[src/rtl/fft_mag_pkg.sv]
// rtl/fft_mag_pkg.sv - shared widths, FSM encoding, beta shifts and bit-reverse helper for fft_mag_unit
package fft_mag_pkg;

  localparam int DATA_W_DEF  = 16;
  localparam int ADDR_W_DEF  = 12;
  localparam int STAGE_W_DEF = 4;

  // min is scaled by 3/8 as (min >> 2) + (min >> 3)
  localparam int BETA_SH_A = 2;
  localparam int BETA_SH_B = 3;

  typedef enum logic [1:0] {
    IDLE,
    READ,
    DRAIN,
    DONE
  } state_t;

  // Reverses the low n bits of k; bits at or above n pass through unchanged.
  function automatic logic [31:0] bit_reverse(input logic [31:0] k, input int n);
    logic [31:0] r;
    r = k;
    for (int i = 0; i < 32; i++) begin
      if (i < n) r[5'(i)] = k[5'(n - 1 - i)];
    end
    return r;
  endfunction

endpackage

[src/rtl/fft_mag_unit_if.sv]
// rtl/fft_mag_unit_if.sv - FFT result read port and magnitude write port bundle
interface fft_mag_unit_if
  import fft_mag_pkg::*;
#(
  parameter int DATA_W = DATA_W_DEF,
  parameter int ADDR_W = ADDR_W_DEF
);

  logic [ADDR_W-1:0]   rd_addr;
  logic                rd_ena;
  logic [2*DATA_W-1:0] rd_data;
  logic [ADDR_W-1:0]   wr_addr;
  logic                wr_ena;
  logic [DATA_W-1:0]   wr_data;

  modport master (
    output rd_addr, rd_ena,
    input  rd_data,
    output wr_addr, wr_ena, wr_data
  );

  modport slave (
    input  rd_addr, rd_ena,
    output rd_data,
    input  wr_addr, wr_ena, wr_data
  );

endinterface

[src/rtl/fft_mag_approx.sv]
// rtl/fft_mag_approx.sv - combinational max + 3/8 min magnitude with saturation
module fft_mag_approx
  import fft_mag_pkg::*;
#(
  parameter int DATA_W = DATA_W_DEF
) (
  input  logic [DATA_W-1:0] mx,
  input  logic [DATA_W-1:0] mn,
  output logic [DATA_W-1:0] m
);

  logic [DATA_W:0] sum;

  assign sum = {1'b0, mx} + {1'b0, mn >> BETA_SH_A} + {1'b0, mn >> BETA_SH_B};
  assign m   = sum[DATA_W] ? '1 : sum[DATA_W-1:0];

endmodule

[src/rtl/fft_mag_unit.sv]
// rtl/fft_mag_unit.sv - bit-reversed read, 3-stage magnitude pipeline, natural-order write
// Optional peak tracking outputs are enabled by defining FFT_MAG_PEAK_EN.
module fft_mag_unit
  import fft_mag_pkg::*;
#(
  parameter int DATA_W  = DATA_W_DEF,
  parameter int ADDR_W  = ADDR_W_DEF,
  parameter int STAGE_W = STAGE_W_DEF
) (
  input  logic               clk,
  input  logic               rst,
  input  logic               ena_mag,
  input  logic [STAGE_W-1:0] stage_number,
  input  logic [ADDR_W-1:0]  max_point_fft,
  fft_mag_unit_if.master     mem,
  output logic               busy,
  output logic               mag_done
`ifdef FFT_MAG_PEAK_EN
  ,
  output logic [ADDR_W-1:0]  peak_bin,
  output logic [DATA_W-1:0]  peak_mag
`endif
);

  state_t              state, state_nx;
  logic [ADDR_W-1:0]   k, n_q;
  logic [STAGE_W-1:0]  stage_q;
  logic                start;
  int                  stage_lim;

  logic                p1_v, p2_v, p3_v;
  logic [ADDR_W-1:0]   p1_k, p2_k, p3_k;
  logic [DATA_W-1:0]   a, b, mx, mn, m;

  function automatic logic [DATA_W-1:0] abs_u(input logic [DATA_W-1:0] v);
    return v[DATA_W-1] ? (~v) + DATA_W'(1) : v;
  endfunction

  assign start = (state == IDLE) && ena_mag;

  always_ff @(posedge clk) begin
    if (rst) begin
      state   <= IDLE;
      k       <= '0;
      n_q     <= '0;
      stage_q <= '0;
      p1_v    <= 1'b0;
      p2_v    <= 1'b0;
      p3_v    <= 1'b0;
      p1_k    <= '0;
      p2_k    <= '0;
      p3_k    <= '0;
      a       <= '0;
      b       <= '0;
      mx      <= '0;
      mn      <= '0;
    end else begin
      state <= state_nx;
      if (start) begin
        n_q     <= max_point_fft;
        stage_q <= stage_number;
        k       <= '0;
      end else if (state == READ) begin
        k <= k + ADDR_W'(1);
      end
      // C1 captures |re|,|im| from the returning read; C2 orders them
      p1_v <= (state == READ);
      p1_k <= k;
      p2_v <= p1_v;
      p2_k <= p1_k;
      a    <= abs_u(mem.rd_data[2*DATA_W-1:DATA_W]);
      b    <= abs_u(mem.rd_data[DATA_W-1:0]);
      p3_v <= p2_v;
      p3_k <= p2_k;
      mx   <= (a >= b) ? a : b;
      mn   <= (a >= b) ? b : a;
    end
  end

  always_comb begin
    state_nx = state;
    case (state)
      IDLE:    if (ena_mag) state_nx = (max_point_fft == '0) ? DONE : READ;
      READ:    if (k == n_q - ADDR_W'(1)) state_nx = DRAIN;
      DRAIN:   if (!p1_v && !p2_v) state_nx = DONE;
      DONE:    state_nx = IDLE;
      default: state_nx = IDLE;
    endcase
  end

  always_comb begin
    stage_lim = (int'(stage_q) > ADDR_W) ? ADDR_W : int'(stage_q);
  end

  fft_mag_approx #(.DATA_W(DATA_W)) u_approx (
    .mx (mx),
    .mn (mn),
    .m  (m)
  );

  assign busy        = (state != IDLE);
  assign mag_done    = (state == DONE);
  assign mem.rd_ena  = (state == READ);
  assign mem.rd_addr = (state == READ) ? ADDR_W'(bit_reverse(32'(k), stage_lim)) : '0;
  assign mem.wr_ena  = p3_v;
  assign mem.wr_addr = p3_v ? p3_k : '0;
  assign mem.wr_data = p3_v ? m : '0;

`ifdef FFT_MAG_PEAK_EN
  // Bins arrive in natural order, so strict > keeps the lowest bin on ties
  always_ff @(posedge clk) begin
    if (rst || start) begin
      peak_bin <= '0;
      peak_mag <= '0;
    end else if (p3_v && (m > peak_mag)) begin
      peak_bin <= p3_k;
      peak_mag <= m;
    end
  end
`endif

endmodule
[src/flat_wrapper.sv]
// flat-port wrapper written by rule: the top's interface ports become plain ports
module fft_mag_unit_flat import fft_mag_pkg::*;
#(
  parameter int DATA_W  = DATA_W_DEF,
  parameter int ADDR_W  = ADDR_W_DEF,
  parameter int STAGE_W = STAGE_W_DEF
)
  (clk, rst, ena_mag, stage_number, max_point_fft, busy, mag_done, mem_rd_addr, mem_rd_ena, mem_rd_data, mem_wr_addr, mem_wr_ena, mem_wr_data);
  fft_mag_unit_if #(.DATA_W(DATA_W), .ADDR_W(ADDR_W)) mem_i ();
  input  logic clk;
  input  logic rst;
  input  logic ena_mag;
  input  logic [STAGE_W-1:0] stage_number;
  input  logic [ADDR_W-1:0] max_point_fft;
  output logic busy;
  output logic mag_done;
  output wire logic [$bits(mem_i.rd_addr)-1:0] mem_rd_addr;
  output wire logic [$bits(mem_i.rd_ena)-1:0] mem_rd_ena;
  input wire logic [$bits(mem_i.rd_data)-1:0] mem_rd_data;
  output wire logic [$bits(mem_i.wr_addr)-1:0] mem_wr_addr;
  output wire logic [$bits(mem_i.wr_ena)-1:0] mem_wr_ena;
  output wire logic [$bits(mem_i.wr_data)-1:0] mem_wr_data;
  assign mem_rd_addr = mem_i.rd_addr;
  assign mem_rd_ena = mem_i.rd_ena;
  assign mem_i.rd_data = mem_rd_data;
  assign mem_wr_addr = mem_i.wr_addr;
  assign mem_wr_ena = mem_i.wr_ena;
  assign mem_wr_data = mem_i.wr_data;
  fft_mag_unit #(.DATA_W(DATA_W), .ADDR_W(ADDR_W), .STAGE_W(STAGE_W)) u_core (.clk(clk), .rst(rst), .ena_mag(ena_mag), .stage_number(stage_number), .max_point_fft(max_point_fft), .mem(mem_i), .busy(busy), .mag_done(mag_done));
endmodule
[config.mk]
export PLATFORM = sky130hd
export DESIGN_NAME = fft_mag_unit_flat
export DESIGN_NICKNAME = d
export VERILOG_FILES = /design/src/rtl/fft_mag_pkg.sv /design/src/rtl/fft_mag_unit_if.sv /design/src/rtl/fft_mag_approx.sv /design/src/rtl/fft_mag_unit.sv /design/src/flat_wrapper.sv
export SDC_FILE = /design/constraint.sdc
export NUM_CORES = 1
export LEC_CHECK = 0
export ABC_CLOCK_PERIOD_IN_PS = 5200
export BUFFER_PORTS_ARGS = -buffer_cell sky130_fd_sc_hd__buf_2
export CAP_MARGIN = 20
export CORE_UTILIZATION = 45
export DETAILED_ROUTE_END_ITERATION = 8
export GPL_ROUTABILITY_DRIVEN = 1
export PLACE_DENSITY = 0.65
export SYNTH_ARGS = -nofsm -noshare
export SYNTH_HDL_FRONTEND = slang
export SYNTH_SLANG_ARGS = --single-unit
[constraint.sdc]
create_clock -name clk -period 5.2 [get_ports clk]
set_clock_uncertainty 0.1 [all_clocks]
set_input_delay 0.78 -clock clk [delete_from_list [all_inputs] [get_ports clk]]
set_output_delay 0.78 -clock clk [all_outputs]
set_load 0.01 [all_outputs]
==> flow_metrics.tcl <==
set metrics [dict create \
    wl_per_cell_um 13.7 \
    top_layer "met4" \
    power.internal_w 0.00220 \
    cp_slowest_cell "dfxtp_1" \
    numCtsBuffers 17 \
    clockBufferDepth 2 \
    crit_chain "ha_1 -> nand2b_1 -> buf_4 -> ha_1 -> or2_0 -> o211ai_1 -> inv_2 -> ha_1 -> mux2i_1 -> a21oi_1 -> o21bai_1 -> or2_1 -> a31oi_1 -> buf_2" \
    p_comb_frac 0.330 \
    fin_crit_ps 4830 \
    cts_sinks 131 \
    crit_fanout 15 \
    via_per_inst 5.07 \
    fmax_ghz 0.207 \
    cts_root_buf "clkbuf_16" \
    grt_pass1_vias 5715 \
    final_common_cell "dfxtp_1" \
    synthTopCellsByArea "dfxtp_1 (33%), ha_1 (8.2%), mux2i_1 (6.6%), nand2_1 (5.1%), nor2b_1 (3.9%)" \
    io_pins 95 \
    synth_top_area_frac 0.332 \
    grt.total_usage 0.189 \
    dr_wl_met3_um 620 \
    drive_gt1_frac 0.153 \
    synth.avg_cell_area_um2 8.72 \
    critPathCaptureType "output port" \
    worst_slew_pin_slew_ps 914 \
    hp-class "flop to flop" \
    clock_power_share 0.317 \
    synth_cells 905 \
    cts_hold_buf 0 \
    yosys.area.top_type "dfxtp_1" \
    crit_path_frequent_cell "ha_1" \
    dpl_worst_slack_ps 858 \
    drcViolationCount 0 \
    cts-htree-levels 4 \
    slew_headroom 0.390 \
    drt_iter0_drc 295 \
    grt_overflow_total 0 \
    path_buf_inv 3 \
    seq_area_frac_synth 0.332 \
    cp.arrival_ps 3950 \
    port-buffer-count 94 \
    cpPeakStageDelay_ps 550 \
    finalSetupViolations 0 \
    fin_tns_setup_ps 0 \
    fin_util 0.524 \
    wl_met1_mm 8.49 \
    maxSlewViolCount 0 \
    clk_latency_ps 410 \
    synth_ff_type "dfxtp_1" \
    total_power_w 0.00336 \
    row_count 48 \
    synthesis.area_um2 7900 \
    dieArea_um2 18100 \
    synth_warnings 0 \
    antenna_cells 0 \
    cts_setup_buffers 0 \
    fill_cells 1633 \
    start_kind "flop" \
    syn_to_final_growth_pct 14.3 \
    synth_edf_count 0 \
    rsz0062_at_grt "false" \
    status "completed" \
    critPathTopFamily "adder cells" \
    setup_slack_ps 372 \
    yosys_register_bits 131 \
    regArea_um2 2620 \
    nNetsFinal 1092 \
    peakVddDrop_mv 0.345 \
    cts_tree "yes" \
    p_sw_frac 0.346 \
    pwr-share-seq 0.353 \
    final_antenna_net_count 0 \
    path_clk_slew_ps 60 \
    cts_resized 0 \
    num_vias 6151 \
    firstDrtPassIters 4 \
    synth_cell_types 60 \
    hpwl_mm 12.5 \
    dpl_cell_area_um2 8490 \
    initial_core_util 0.458 \
    crit_type "flop to output port" \
    grt_pass1_wl_mm 27.3 \
    cp_data_required_time_ps 4320 \
    chipWidth_um 134 \
    async_flop_share 0 \
    r2r_slack_ps 2150 \
    final_area_um2 9030 \
    p_per_area_nw_per_um2 372 \
    p_switching_w 0.00116 \
    maxCapViolations 0 \
    syn-num-nets 1022 \
    multi_input_area_um2 4890 \
    finalWeightedCongestion 0.905 \
    grt_start_max_net_pins 91 \
    antenna_found_initial 0 \
    finalHoldViolCount 0 \
    core_area_um2 17200 \
    final_cell_mix "dfxtp_1 (131), nand2_1 (108), buf_2 (94)" \
    routed-wl-met2_mm 7.31 \
    die_y_um 134 \
    p_leak_nw 4.07 \
    wirelength_mm 16.7 \
    fin_crit_sh 0.928 \
]
-- kinds of logic after synthesis --
logic type               count (synthesis)  share of synthesized area
AND/OR/NAND/NOR                        313                      0.192
AO/OA/AOI/OAI                          165                      0.137
flip-flops                             131                      0.332
buffers and inverters                   97                     0.0490
XOR/XNOR                                70                     0.0786
adder cells (fa/ha/maj)                 66                      0.118
multiplexers                            63                     0.0930
-- layer usage --
layer,vias up,track usage
met5,-,0
met4,0,0.0755
met3,19,0.0360
met2,118,0.293
met1,2793,0.260
li1,3221,-
-- worst paths after layout --
path	from	to	cells past startpoint
min reg2reg	u_core.p2_k[4]	u_core.p3_k[4]	1
max reg2reg	u_core.b[14]	u_core.mx[1]	7
max	u_core.stage_q[3]	mem_rd_addr[10]	14
min	u_core.p2_k[4]	u_core.p3_k[4]	1
-- area by class of cell --
type	instances	area share
clock buffer	20	0.0506
sequential	131	0.291
inverter	47	0.0195
tap	225	0.0312
multi-input combinational	677	0.541
clock inverter	12	0.00901
timing repair buffer	101	0.0579
-- registers in the layout, indices dropped and copies added (netlist names), 2 cells and up --
signal and cells:
u_core.b 16, u_core.a 16, u_core.k 12, u_core.state 2, u_core.p3_k 12, u_core.mx 16
u_core.p1_k 12, u_core.mn 14, u_core.p2_k 12, u_core.n_q 12, u_core.stage_q 4
-- through the flow --
stage,hold WS (ps),cells
after floorplan,314,905
after global placement,323,1181
after detailed placement,322,1181
after CTS,335,1213
after global routing,345,1213
final,333,1213
-- power by group through the flow --
| stage | sequential, W | combinational [W] | clock [W] |
|---|---|---|---|
| finish | 0.00118 | 0.00111 | 0.00106 |
| global route | 0.00120 | 0.00124 | 0.00113 |
| CTS | 0.00118 | 0.00111 | 0.00108 |
| detailed placement | 0.00121 | 0.00110 | 0 |
| global placement | 0.00120 | 0.00109 | 0 |
| floorplan | 0.00117 | 0.000895 | 0 |
-- synth_stat cells (4+ instances only) --
cell and instances:
dfxtp_1 131, nand2_1 108, nor2_1 68, ha_1 52, mux2i_1 52, nor2b_1 49
a21oi_1 47, inv_1 46, clkbuf_1 36, xor2_1 35, xnor2_1 34, nand3_1 20
o21a_1 20, and2_1 18, o21ai_0 17, fa_1 14, o21ai_1 14, a31oi_1 11
a21o_1 10, nor3_1 10, buf_2 9, o31ai_1 9, or3_1 8, and3_1 7
mux4_2 7, nand2b_1 6, nor4_1 5, nand4_1 4, o211ai_1 4, o22ai_1 4
No activity file was read; power rests on OpenSTA's default activity.
